===== config.mk =====
export PLATFORM = sky130hd
export DESIGN_NAME = img_stream_gen_flat
export DESIGN_NICKNAME = d
export VERILOG_FILES = /design/src/rtl/img_stream_pkg.sv /design/src/rtl/img_stream_gen_if.sv /design/src/rtl/img_pattern_calc.sv /design/src/rtl/img_stream_gen.sv /design/src/flat_wrapper.sv
export SDC_FILE = /design/constraint.sdc
export NUM_CORES = 1
export LEC_CHECK = 0
export ABC_AREA = 1
export BUFFER_PORTS_ARGS = -buffer_cell sky130_fd_sc_hd__buf_2
export CELL_PAD_IN_SITES_DETAIL_PLACEMENT = 1
export CELL_PAD_IN_SITES_GLOBAL_PLACEMENT = 2
export CORE_AREA = 2 2 112 114
export DETAILED_ROUTE_END_ITERATION = 16
export DIE_AREA = 0 0 114 116
export PLACE_DENSITY_LB_ADDON = 0.3
export SYNTH_ARGS = -nofsm -noshare
export SYNTH_HDL_FRONTEND = slang
export SYNTH_SLANG_ARGS = --single-unit

===== constraint.sdc =====
create_clock -name clk -period 4.91 [get_ports clk]
set_input_delay 0.491 -clock clk [delete_from_list [all_inputs] [get_ports clk]]
set_output_delay 0.491 -clock clk [all_outputs]
set_load 0.02 [all_outputs]

===== src/rtl/img_stream_pkg.sv =====
// Shared types and constants for the image stream generator.
package img_stream_pkg;

    localparam int unsigned CNT_W = 12;
    localparam int unsigned PIX_W = 8;

    // Frame sequencing phases.
    typedef enum logic [2:0] {
        ST_IDLE,
        ST_LEAD,
        ST_LINE,
        ST_HBLANK,
        ST_TAIL
    } state_t;

    // Pixel pattern codes, latched once per frame.
    typedef enum logic {
        PAT_RAMP    = 1'b0,
        PAT_CHECKER = 1'b1
    } pattern_t;

endpackage


===== src/rtl/img_stream_gen_if.sv =====
// Pixel stream bundle: frame/line sync, valid and grayscale data.
interface img_stream_gen_if;
    import img_stream_pkg::*;

    logic             post_img_vsync;
    logic             post_img_hsync;
    logic             post_img_valid;
    logic [PIX_W-1:0] post_img_data;

    modport master (
        output post_img_vsync,
        output post_img_hsync,
        output post_img_valid,
        output post_img_data
    );

    modport slave (
        input post_img_vsync,
        input post_img_hsync,
        input post_img_valid,
        input post_img_data
    );

endinterface


===== src/rtl/img_pattern_calc.sv =====
// Registered pixel generator: ramp, plus checkerboard when
// IMG_STREAM_GEN_CHECKER_EN is defined. Inputs are next-cycle coordinates so
// the registered data lines up with the registered valid.
module img_pattern_calc
    import img_stream_pkg::*;
(
    input  logic             clk,
    input  logic             rst_n,
    input  logic             valid_d,
    input  logic [PIX_W-1:0] x_lo,
    input  logic [PIX_W-1:0] y_lo,
    input  logic [PIX_W-1:0] frame_cnt,
`ifdef IMG_STREAM_GEN_CHECKER_EN
    input  pattern_t         pat,
`endif
    output logic [PIX_W-1:0] data
);

    logic [PIX_W-1:0] pix_c;

    // Pattern selection for the upcoming pixel.
    always_comb begin
        pix_c = x_lo + y_lo + frame_cnt;
`ifdef IMG_STREAM_GEN_CHECKER_EN
        if (pat == PAT_CHECKER) begin
            pix_c = (x_lo[3] ^ y_lo[3]) ? 8'hFF : 8'h00;
        end
`endif
    end

    // Data register; forced to zero outside active pixels.
    always_ff @(posedge clk or negedge rst_n) begin
        if (!rst_n) begin
            data <= '0;
        end else begin
            data <= valid_d ? pix_c : '0;
        end
    end

endmodule


===== src/rtl/img_stream_gen.sv =====
// Test-image stream generator: LEAD / LINE / HBLANK / TAIL frame timing with
// registered sync, valid and pixel data. Optional checkerboard pattern is
// compiled in with IMG_STREAM_GEN_CHECKER_EN.
module img_stream_gen
    import img_stream_pkg::*;
#(
    parameter int unsigned H_ACTIVE = 640,
    parameter int unsigned V_ACTIVE = 480,
    parameter int unsigned H_BLANK  = 160,
    parameter int unsigned V_LEAD   = 16,
    parameter int unsigned V_TAIL   = 16
) (
    input  logic                 clk,
    input  logic                 rst_n,
    input  logic                 start,
    input  logic                 continuous,
    input  logic                 pattern_sel,
    output logic                 busy,
    output logic                 frame_done,
    output logic [PIX_W-1:0]     frame_cnt,
    img_stream_gen_if.master     post
);

    localparam logic [CNT_W-1:0] H_LAST    = CNT_W'(H_ACTIVE - 1);
    localparam logic [CNT_W-1:0] V_LAST    = CNT_W'(V_ACTIVE - 1);
    localparam logic [CNT_W-1:0] HB_LAST   = CNT_W'(H_BLANK - 1);
    localparam logic [CNT_W-1:0] LEAD_LAST = CNT_W'(V_LEAD - 1);
    localparam logic [CNT_W-1:0] TAIL_LAST = CNT_W'(V_TAIL - 1);

    state_t           state_q, state_d;
    logic [CNT_W-1:0] cnt_q, cnt_d;
    logic [CNT_W-1:0] x_q, x_d;
    logic [CNT_W-1:0] y_q, y_d;
    logic [PIX_W-1:0] fcnt_d;
    logic             frame_start;
    logic             vsync_d, hsync_d, valid_d, busy_d, done_d;

    // Next-state, counters and next-cycle outputs.
    always_comb begin
        state_d     = state_q;
        cnt_d       = cnt_q;
        x_d         = x_q;
        y_d         = y_q;
        fcnt_d      = frame_cnt;
        frame_start = 1'b0;

        case (state_q)
            ST_IDLE: begin
                if (start) begin
                    frame_start = 1'b1;
                end
            end
            ST_LEAD: begin
                if (cnt_q == LEAD_LAST) begin
                    state_d = ST_LINE;
                    x_d     = '0;
                end else begin
                    cnt_d = cnt_q + CNT_W'(1);
                end
            end
            ST_LINE: begin
                if (x_q == H_LAST) begin
                    state_d = ST_HBLANK;
                    cnt_d   = '0;
                end else begin
                    x_d = x_q + CNT_W'(1);
                end
            end
            ST_HBLANK: begin
                if (cnt_q == HB_LAST) begin
                    cnt_d = '0;
                    if (y_q == V_LAST) begin
                        state_d = ST_TAIL;
                    end else begin
                        state_d = ST_LINE;
                        x_d     = '0;
                        y_d     = y_q + CNT_W'(1);
                    end
                end else begin
                    cnt_d = cnt_q + CNT_W'(1);
                end
            end
            ST_TAIL: begin
                if (cnt_q == TAIL_LAST) begin
                    if (continuous) begin
                        frame_start = 1'b1;
                    end else begin
                        state_d = ST_IDLE;
                    end
                end else begin
                    cnt_d = cnt_q + CNT_W'(1);
                end
            end
            default: begin
                state_d = ST_IDLE;
            end
        endcase

        if (frame_start) begin
            state_d = ST_LEAD;
            cnt_d   = '0;
            y_d     = '0;
        end

        vsync_d = (state_d == ST_LEAD) || (state_d == ST_LINE) || (state_d == ST_HBLANK);
        hsync_d = (state_d == ST_LINE);
        valid_d = vsync_d & hsync_d;
        busy_d  = (state_d != ST_IDLE);
        done_d  = (state_d == ST_TAIL) && (cnt_d == TAIL_LAST);
        if (done_d) begin
            fcnt_d = frame_cnt + PIX_W'(1);
        end
    end

    // State, counters and registered outputs.
    always_ff @(posedge clk or negedge rst_n) begin
        if (!rst_n) begin
            state_q             <= ST_IDLE;
            cnt_q               <= '0;
            x_q                 <= '0;
            y_q                 <= '0;
            frame_cnt           <= '0;
            busy                <= 1'b0;
            frame_done          <= 1'b0;
            post.post_img_vsync <= 1'b0;
            post.post_img_hsync <= 1'b0;
            post.post_img_valid <= 1'b0;
        end else begin
            state_q             <= state_d;
            cnt_q               <= cnt_d;
            x_q                 <= x_d;
            y_q                 <= y_d;
            frame_cnt           <= fcnt_d;
            busy                <= busy_d;
            frame_done          <= done_d;
            post.post_img_vsync <= vsync_d;
            post.post_img_hsync <= hsync_d;
            post.post_img_valid <= valid_d;
        end
    end

`ifdef IMG_STREAM_GEN_CHECKER_EN
    pattern_t pat_q, pat_d;

    // Pattern select is captured once per frame.
    always_comb begin
        pat_d = pat_q;
        if (frame_start) begin
            pat_d = pattern_t'(pattern_sel);
        end
    end

    // Latched pattern register.
    always_ff @(posedge clk or negedge rst_n) begin
        if (!rst_n) begin
            pat_q <= PAT_RAMP;
        end else begin
            pat_q <= pat_d;
        end
    end
`else
    // Ramp-only build: pattern_sel has no effect.
    logic unused_pattern_sel;
    assign unused_pattern_sel = pattern_sel;
`endif

    img_pattern_calc u_pattern_calc (
        .clk       (clk),
        .rst_n     (rst_n),
        .valid_d   (valid_d),
        .x_lo      (x_d[PIX_W-1:0]),
        .y_lo      (y_d[PIX_W-1:0]),
        .frame_cnt (fcnt_d),
`ifdef IMG_STREAM_GEN_CHECKER_EN
        .pat       (pat_d),
`endif
        .data      (post.post_img_data)
    );

endmodule


===== src/flat_wrapper.sv =====
// flat-port wrapper written by rule: the top's interface ports become plain ports
module img_stream_gen_flat import img_stream_pkg::*;
#(
    parameter int unsigned H_ACTIVE = 640,
    parameter int unsigned V_ACTIVE = 480,
    parameter int unsigned H_BLANK  = 160,
    parameter int unsigned V_LEAD   = 16,
    parameter int unsigned V_TAIL   = 16
)
  (clk, rst_n, start, continuous, pattern_sel, busy, frame_done, frame_cnt, post_post_img_vsync, post_post_img_hsync, post_post_img_valid, post_post_img_data);
  img_stream_gen_if post_i ();
  input  logic clk;
  input  logic rst_n;
  input  logic start;
  input  logic continuous;
  input  logic pattern_sel;
  output logic busy;
  output logic frame_done;
  output logic [PIX_W-1:0] frame_cnt;
  output wire logic [$bits(post_i.post_img_vsync)-1:0] post_post_img_vsync;
  output wire logic [$bits(post_i.post_img_hsync)-1:0] post_post_img_hsync;
  output wire logic [$bits(post_i.post_img_valid)-1:0] post_post_img_valid;
  output wire logic [$bits(post_i.post_img_data)-1:0] post_post_img_data;
  assign post_post_img_vsync = post_i.post_img_vsync;
  assign post_post_img_hsync = post_i.post_img_hsync;
  assign post_post_img_valid = post_i.post_img_valid;
  assign post_post_img_data = post_i.post_img_data;
  img_stream_gen #(.H_ACTIVE(H_ACTIVE), .V_ACTIVE(V_ACTIVE), .H_BLANK(H_BLANK), .V_LEAD(V_LEAD), .V_TAIL(V_TAIL)) u_core (.clk(clk), .rst_n(rst_n), .start(start), .continuous(continuous), .pattern_sel(pattern_sel), .busy(busy), .frame_done(frame_done), .frame_cnt(frame_cnt), .post(post_i));
endmodule

Yosys cells after proc, flatten, opt, wreduce, memory -nomap -nowiden. Index checks and enable logic that the tools add are counted.

ROM bits: 0. Bits in registers: 60. RAM bits: 0. Memories: 0. Output and inout bits: 21. Latch bits: 0. Input port bits: 5.

$add $sub $neg: 6. $mul: 0. Equal/unequal tests: 18. Multiplexer cells: 28. Reductions and logical operators: 11. Bitwise gates (word level): 1. Shift-type cells: 0. Order comparisons: 0. Divide/modulo/power cells: 0.

Operators with widths (number): two-way mux 12 bit (12); one-hot mux 12 bit (3 select lines) (2); adder 12 x 1 -> 12 bit (second input constant) (3); equality test 12 x 4 -> 1 bit (second input constant) (2); two-way mux 3 bit (7); adder 8 bit (2); two-way mux 8 bit (2); one-hot mux 3 bit (5 select lines) (1); equality test 12 x 10 -> 1 bit (second input constant) (1); equality test 12 x 8 -> 1 bit (second input constant) (1); equality test 12 x 9 -> 1 bit (second input constant) (1); equality test 3 x 2 -> 1 bit (second input constant) (4); adder 8 x 1 -> 8 bit (second input constant) (1); equality test 3 x 1 -> 1 bit (second input constant) (2); equality test 3 bit (second input constant) (2); inequality test 2 x 1 -> 1 bit (second input constant) (3); nonzero test 3 bit (2); AND reduction 5 bit (1); inequality test 2 bit (second input constant) (2); nonzero test 2 bit (2); logical NOT 3 bit (1); two-way mux 1 bit (3); AND reduction 3 bit (1); logical OR 1 bit (2); 4 further kinds (4).

Longest topological paths before layout. Gate-level depths: netlist (run 1).

Depth after elaboration: 10. Depth in mapped cells: 36. Gate-level depth less buffers: 36.

Hierarchy. From an unflattened synthesis (run 1), not the netlist that was laid out.

Cells, all modules: 544. Area total of the unflattened synthesis: 4058.9 µm².

Modules (own cells, without submodules): img_stream_gen (sequential area each 1276.2 µm², cells an instance 456, area each 3342.0 µm², times used 1); img_pattern_calc (sequential area each 200.2 µm², cells an instance 88, area each 716.9 µm², times used 1).

Worst setup path before layout (run 1). No wires, ideal clock.

Path kind: register to register. Start point: reg u_core.x_q[0]. End point: reg u_core.u_pattern_calc.data[7]. Clock period less this slack: 4.094 ns. Path slack: 0.816 ns. Stages on the path, launching flop included: 34. Data arrival time: 3.977 ns. Setup time: 0.117 ns. Buffers on the path: 0. Cell sequence: dfrtp_1 > ha_1 > nand3_1 > nor2_2 > nand2_1 > nor2_2 > nor2_2 > nor2_4 > nand3_1 > nand3_1 > nand2_1 > nor2_2 > nand2_2 > inv_2 > nand2_1 > o21ai_0 > fa_1 > ha_1 > fa_1 > a21oi_1 > nor2_1 > nor2_1 > inv_1 > nand2_1 > inv_1 > nor2_1 > inv_1 > a21oi_1 > nand3b_1 > nand2_1 > inv_1 > nand3_1 > nand2_1 > nor2_1.

Cells in the longest elaborated chain, start to end: 9.

Ends and longest elaborated chain: from (decl) (line img_stream_gen.sv:32) `logic [CNT_W-1:0] x_q, x_d;`; from (signal assigned) (line img_stream_gen.sv:120) `x_q <= '0;`; from (signal assigned) (line img_stream_gen.sv:131) `x_q <= x_d;`; equality test 12 x 10 -> 1 bit * (line img_stream_gen.sv:62) `if (x_q == H_LAST) begin`; two-way mux 12 bit or two-way mux 3 bit (tied branches) (line img_stream_gen.sv:62); one-hot mux 12 bit (3 select lines) or one-hot mux 3 bit (5 select lines) (tied branches) (line img_stream_gen.sv:47) `case (state_q)`; two-way mux 12 bit or two-way mux 3 bit (tied branches) (line img_stream_gen.sv:99) `if (frame_start) begin`; equality test 12 x 4 -> 1 bit or equality test 3 bit (tied branches) (line img_stream_gen.sv:109) `done_d = (state_d == ST_TAIL) && (cnt_d == TAIL_LAST);`; logical AND 1 bit * (line img_stream_gen.sv:109); two-way mux 8 bit * (line img_stream_gen.sv:110) `if (done_d) begin`; named net u_core.fcnt_d[1] (line img_stream_gen.sv:34) `logic [PIX_W-1:0] fcnt_d;`; adder 8 bit * (line img_pattern_calc.sv:23) `pix_c = x_lo + y_lo + frame_cnt;`; two-way mux 8 bit * (line img_pattern_calc.sv:36) `data <= valid_d ? pix_c : '0;`; to (signal assigned) (line img_pattern_calc.sv:36); to (decl) (line img_pattern_calc.sv:16) `output logic [PIX_W-1:0] data`.

The timed path passes the listed nets; every way through them passes the cells marked *. The select of a mux whose other input is x is not followed. A chain may end at the register's enable or synchronous reset.

Worst setup path after layout (run 1).
Start point: reg u_core.x_q[1]. End point: reg u_core.u_pattern_calc.data[7].

The elaborated chain is that of the path after synthesis.

==> results of run 1 <==
sequential cells by signal, indices dropped and copies added (netlist names):
register / flops
u_core.post.post_img_hsync: 1
u_core.y_q: 12
u_core.cnt_q: 12
u_core.u_pattern_calc.data: 8
u_core.post.post_img_vsync: 1
u_core.state_q: 3
u_core.frame_done: 1
u_core.busy: 1
u_core.frame_cnt: 8
u_core.x_q: 12
placed cells by master, fill, tap and decap left out, drive strengths merged, types with 2 or more instances in the layout:
cell type    n
dfrtp       59
nor2        73
nor4         3
ha          10
nor3        12
nand3b       2
xor2         5
bufinv       3
nand2      137
inv        127
buf         60
a21oi       21
o211ai       6
clkbuf      12
a31oi        3
nand3       60
o21ai       30
fa           8
nand4       18
cells by family (layout without fill, tap and decap cells):
| logic type | after synthesis | after routing |
|---|---|---|
| compound gates | 67 | 67 |
| xor+xnor | 6 | 6 |
| fa+ha+maj | 18 | 18 |
| buf+inv | 132 | 204 |
| flops | 59 | 59 |
| simple gates | 307 | 307 |
layer usage:
layer | track usage, % | wire [um] | up-vias
li1 | - | - | 1998
met1 | 25.77 | 5734 | 1904
met2 | 38.17 | 6634 | 64
met3 | 4.027 | 353 | 26
met4 | 9.919 | 458 | 0
met5 | 0 | 0 | -
timing repair:
item                       CTS  global route
buffers inserted             1             4
cloned                       0             0
setup endpoints to repair    1             1
pin swaps                    0             6
gates resized for setup      2            38
worst paths after layout:
kind | start | endpoint | depth (start not counted)
min | rst_n | u_core.cnt_q[10] | 2
min reg2reg | u_core.y_q[10] | u_core.y_q[10] | 1
min in group clk | u_core.y_q[10] | u_core.y_q[10] | 1
max | u_core.x_q[1] | u_core.u_pattern_calc.data[7] | 32
max in group asynchronous | rst_n | u_core.x_q[0] | 2
max reg2reg | u_core.x_q[1] | u_core.u_pattern_calc.data[7] | 32
stage by stage:
step / cells / worst slack (ps) / hold WS (ps) / power (mW)
2_1_floorplan: 589 / 815.9 / 195.4 / 1.507
4_1_cts: 804 / 21.55 / 363.5 / 2.780
5_1_grt: 808 / -30.82 / 390.8 / 3.073
3_5_place_dp: 787 / 10.29 / 504.1 / 2.012
3_3_place_gp: 787 / 102.8 / 486.1 / 1.982
6_report: 808 / 364.6 / 315.9 / 2.843
power groups by stage:
stage | registers, mW | logic [mW] | clock network (mW)
finish | 0.688 | 1.42 | 0.739
global route | 0.703 | 1.59 | 0.776
CTS | 0.670 | 1.35 | 0.758
detailed placement | 0.678 | 1.33 | 0
global placement | 0.675 | 1.31 | 0
floorplan | 0.704 | 0.802 | 0
critical path: cells and delay by family, from the launching register on:
kind                     cells  cell delay [ps]
adder cells (fa/ha/maj)      3             1110
buffers and inverters        5              320
flip-flops                   1              430
XOR/XNOR                     1              230
AND/OR/NAND/NOR             21             2090
AO/OA/AOI/OAI                2              270
area by class of cell:
| cell class | instances | area share (%) |
|---|---|---|
| clock inverter | 4 | 1.897 |
| inverter | 128 | 9.389 |
| multi-input combinational | 398 | 43.91 |
| tap | 147 | 3.576 |
| sequential | 59 | 28.85 |
| timing repair buffer | 60 | 7.589 |
| clock buffer | 12 | 4.792 |
==> metrics, run 1 <==
mapped cell area 4110 sq um; maximum VDD drop 0.0002948 V; Crit path required time 5140 ps; Pint 1.597 mW; Syn. warnings 0; Critical Path Start Type flop; count leader, synth nand2_1; GRT Resource Usage Total 21.68%; area leader, netlist dfrtp_1; R2R Setup Slk 360 ps; Wirelength per Cell 16.31 um; top post-synthesis cells by area dfrtp_1 (36%), nand2_1 (12%), inv_1 (11%); Worst Setup End Kind flop; Commonest cells post-synth nand2_1 (129), inv_1 (118), nor2_1 (64); Initial Util 34.51%; worst-margin pin slew 809.5 ps; crit path max fanout 5; Compound-Gate Fraction of Synth Area 9.346%; diode count 0; antenna violations before repair 0; largest net degree at the start of global routing 60; Sw Pwr 1.246 mW; Synth Register Bits 59; DRT Pass-1 Iters 4; combinational power share 49.8%; Period Utilization, post-route 92.57%; CTS sink count 59; Reg area 1484 sq um; die width 114 um; gpl congestion 0.9218; Seq pwr share 24.2%; GRT overflow 0; TritonCTS clock tree built; status complete, no violations; post-detail-place hpwl 10360 um; Final Hold Viols 0; CP max-delay cell fa_2; vias 3992; xor/xnor cell area share of the yosys netlist 1.279%; Final Cell Area 5144 sq um; largest family of logic cells by synthesized area simple AND/OR/NAND/NOR gates; post-route ant nets 0; Max Clock Skew 5.153 ps; final slew viol count 0; MaxCap Viol Count 0; register area share after synthesis 35.92%; Final Core Density 43.18%; final wirelength 13180 um; Post-Syn Area per Cell 6.978 sq um; area share of the largest cell type after synthesis 35.92%; share of cells above drive strength 1 20.73%; Synth Area in Adders 6.941%; main flop type after synthesis dfrtp_1; most frequent CP cell nand2_1; die area 13220 sq um; CTS buffer count 9; Iteration-0 DRC Markers 182; Core ar. 11910 sq um; Rows 40; Via density 4.941; min cycle time layout 4545 ps; Relative slew margins 46.04%; Arrival @ worst endpoint 4770 ps; CP max stage delay 500 ps; DRC 0; CTS H-tree depth 3; CTS root buffer clkbuf_16; simple-gate portion of the synthesized area 34.12%; first-pass GRT wire length 22020 um; Die Y 116 um; fraction of synthesized area in multiplexers 0%; fmax 220.0 MHz; nets@finish 679; setup_tns 0 ps; FILL cells 1529; Syn Inst Count 589; number of distinct library cells after synthesis 41; Placed Area 4618 sq um; ys async rst share 100.0%; Pwr per Cell Area 552.7 nW/um^2; Lkg Pwr 2.720 nW; clock power share 26.0%; multi-input logic area 2258 sq um; clk_lat worst skew 340 ps; clk slew on worst S/H paths 50 ps; Synth Net Count 612; number of synthesized flops with an enable pin 0; Area Growth Syn to Fin 25.14%; Hold Crit Class in2async; Final setup viols 0; IO Port Bufs 24; Clock Path Buffers 2; Sw Ratio 43.84%; CTS Hold Bufs 0; # IOs 26; Setup CP Type reg2reg; vias in the first global route 4353
No activity file was read; power rests on OpenSTA's default activity.
==> inputs of run 2 (changes only) <==
--- a/config.mk
+++ b/config.mk
@@ -9,10 +9,11 @@
 export BUFFER_PORTS_ARGS = -buffer_cell sky130_fd_sc_hd__buf_2
 export CELL_PAD_IN_SITES_DETAIL_PLACEMENT = 1
 export CELL_PAD_IN_SITES_GLOBAL_PLACEMENT = 2
-export CORE_AREA = 2 2 112 114
+export CORE_AREA = 2 2 110 112
 export DETAILED_ROUTE_END_ITERATION = 16
-export DIE_AREA = 0 0 114 116
+export DIE_AREA = 0 0 112 114
 export PLACE_DENSITY_LB_ADDON = 0.3
 export SYNTH_ARGS = -nofsm -noshare
 export SYNTH_HDL_FRONTEND = slang
+export SYNTH_HIERARCHICAL = 1
 export SYNTH_SLANG_ARGS = --single-unit
==> metrics, run 2 <==
final slew viol count 0 (unchanged); diode count 0 (unchanged); area leader, netlist dfrtp_1; ys async rst share 100.0% (unchanged); Lkg Pwr 2.229 nW (-18%); DRC 0 (unchanged); min cycle time layout 4392 ps (-153.3 ps); setup_tns 0 ps (unchanged); top post-synthesis cells by area dfrtp_1 (36%), nand2_1 (12%), inv_1 (6.6%); IO Port Bufs 24 (unchanged); most frequent cells in the layout nand2_1 (130), inv_1 (71), dfrtp_1 (59); register area share after synthesis 36.37% (+0.45 points); crit path max fanout 12 (+7); Syn. warnings 6 (+6); antenna violations before repair 0 (unchanged); status complete, no violations; Post-Syn Area per Cell 7.461 sq um (+6.9%); count leader, synth nand2_1; Compound-Gate Fraction of Synth Area 8.816% (-0.53 points); die area 12770 sq um (-3.4%); Clock Path Buffers 2 (unchanged); Synth Area in Adders 7.028% (+0.088 points); TritonCTS clock tree built; nets@finish 600 (-12%); post-detail-place hpwl 8894 um (-14%); Hold Crit Class in2async; CTS sink count 59 (unchanged); clk slew on worst S/H paths 60 ps (about the same); commonest non-fill, non-tap cell in the layout nand2_1; Pwr per Cell Area 559.3 nW/um^2 (+1.2%); first-pass GRT wire length 20060 um (-8.9%); Crit path required time 5170 ps (+30 ps); maximum VDD drop 0.0002393 V (-19%); Wirelength per Cell 16.25 um (-0.38%); Commonest cells post-synth nand2_1 (130), inv_1 (71), dfrtp_1 (59); clk_lat worst skew 340 ps (about the same); Core ar. 11710 sq um (-1.7%); largest family of logic cells by synthesized area simple AND/OR/NAND/NOR gates; Final Hold Viols 0 (unchanged); xor/xnor cell area share of the yosys netlist 1.295% (+0.016 points); Period Utilization, post-route 89.45% (-3.1 points); final wirelength 11850 um (-10%); Die Y 114 um (-1.7%); share of cells above drive strength 1 17.18% (-3.5 points); Critical Path Start Type flop; number of gates resized after cts 0 (-2); simple-gate portion of the synthesized area 37.08% (+3.0 points); Arrival @ worst endpoint 4660 ps (-110 ps); Synth Register Bits 59 (unchanged); number of synthesized flops with an enable pin 0 (unchanged); gpl congestion 0.8150 (-12%); main flop type after synthesis dfrtp_1; CTS root buffer clkbuf_16; fin worst setup slack 518.0 ps (+153.3 ps); area share of the largest cell type after synthesis 36.37% (+0.45 points); vias in the first global route 3979 (-8.6%); CTS buffer count 9 (unchanged); largest net degree at the start of global routing 60 (unchanged); mapped cell area 4059 sq um (-1.2%); reg2reg path depth 23 (-28%); Max Clock Skew 4.507 ps (-0.6455 ps); worst-margin pin slew 865.7 ps (+56.24 ps); MaxCap Viol Count 0 (unchanged); Final setup viols 0 (unchanged); Syn Inst Count 544 (-7.6%); R2R Setup Slk 520 ps (+150 ps); Iteration-0 DRC Markers 135 (-26%); Rows 40 (unchanged); Post-CTS Setup Repair Bufs 0 (-1); Synth Net Count 567 (-7.4%); fraction of synthesized area in multiplexers 0% (unchanged); fmax 227.7 MHz (+3.5%); CTS Hold Bufs 0 (unchanged); vias 3687 (-7.6%); Setup CP Type reg2reg; biggest regs u_core/cnt_q (12), u_core/x_q (12), u_core/y_q (12); DRT Pass-1 Iters 4 (unchanged); post-route ant nets 0 (unchanged); Worst Setup End Kind flop; Via density 5.058 (+2.4%); GRT Resource Usage Total 20.22% (-1.5 points); Initial Util 34.66% (+0.15 points); die width 112 um (-1.8%); # IOs 26 (unchanged); CTS H-tree depth 3 (unchanged); Relative slew margins 40.79% (-5.2 points); number of distinct library cells after synthesis 44 (+7.3%); Setup WS pre-CTS 450.4 ps (+440.1 ps); GRT overflow 0 (unchanged); Area Growth Syn to Fin 13.50%; RSZ-0062 raised after global routing no
run 2: changes by cell type after synthesis, moves of 3 or more:
cell / before / now
a21oi_1: 21 / 17
inv_1: 118 / 71
inv_2: 9 / 12
nand2_2: 5 / 11
nand3_1: 57 / 39
nand3_2: 3 / 8
nor2_1: 64 / 58
nor2_4: 2 / 8
nor3_2: 0 / 3
o21bai_1: 0 / 3
run 2: layer usage:
layer,routed length [um],track usage (%),up-vias
li1,-,-,1820
met1,5464,24.61,1820
met2,5940,36.44,34
met3,213,2.604,13
met4,229,8.049,0
met5,0,0,-
run 2: critical path, stage by stage, from the launching register on:
cell and delay, ps:
dfrtp_1 390, ha_1 240, nand3_1 190, nor3_2 190, nand2_1 200, nand2_2 180, inv_2 120, nor2_4 110
nand3_1 90, nand3_2 90, nand2_2 80, nor2_4 320, nand3_2 170, nand2_1 90, nand2_1 130, fa_1 590
ha_1 230, inv_1 70, fa_1 360, inv_1 130, a31oi_1 120, nand2_1 70, nand2_1 40, nor2_1 100
run 2: worst paths after layout:
| path | start | to |
|---|---|---|
| max | u_core/x_q[0] | u_core/u_pattern_calc/data[5] |
| min | rst_n | u_core/cnt_q[4] |
| max reg2reg | u_core/x_q[0] | u_core/u_pattern_calc/data[5] |
| min reg2reg | u_core/y_q[11] | u_core/y_q[11] |
| max in group asynchronous | rst_n | u_core/y_q[3] |
| min in group clk | u_core/y_q[11] | u_core/y_q[11] |
run 2: stage by stage:
stage	utilization, %	power (mW)	cell area (sq um)	hold WS [ps]	instances
floorplan	-	1.652	4059	195.4	544
global placement	36.90	1.963	4322	455.0	710
detailed placement	36.90	2.000	4322	470.1	710
CTS	39.15	2.605	4584	365.1	726
global route	39.34	2.819	4607	398.5	729
finish	39.34	2.577	4607	332.9	729
run 2: where the power goes:
group | internal [mW] | leakage, nW | switching, mW
sequential | 0.593 | 0.764 | 0.107
clock | 0.338 | 0.125 | 0.235
combinational | 0.413 | 1.34 | 0.891
run 2: final cells by class:
class,count,area (sq um)
fill,1499,7104
multi-input combinational,392,2201
sequential,59,1476
inverter,86,325.3
clock buffer,11,232.7
tap,147,183.9
timing repair buffer,29,157.7
clock inverter,5,30.03
run 2: kinds of logic (layout without fill, tap and decap cells):
group,after synthesis,count (layout)
simple gates,306,306
buf+inv,93,131
compound gates,62,62
flops,59,59
fa+ha+maj,18,18
xor+xnor,6,6
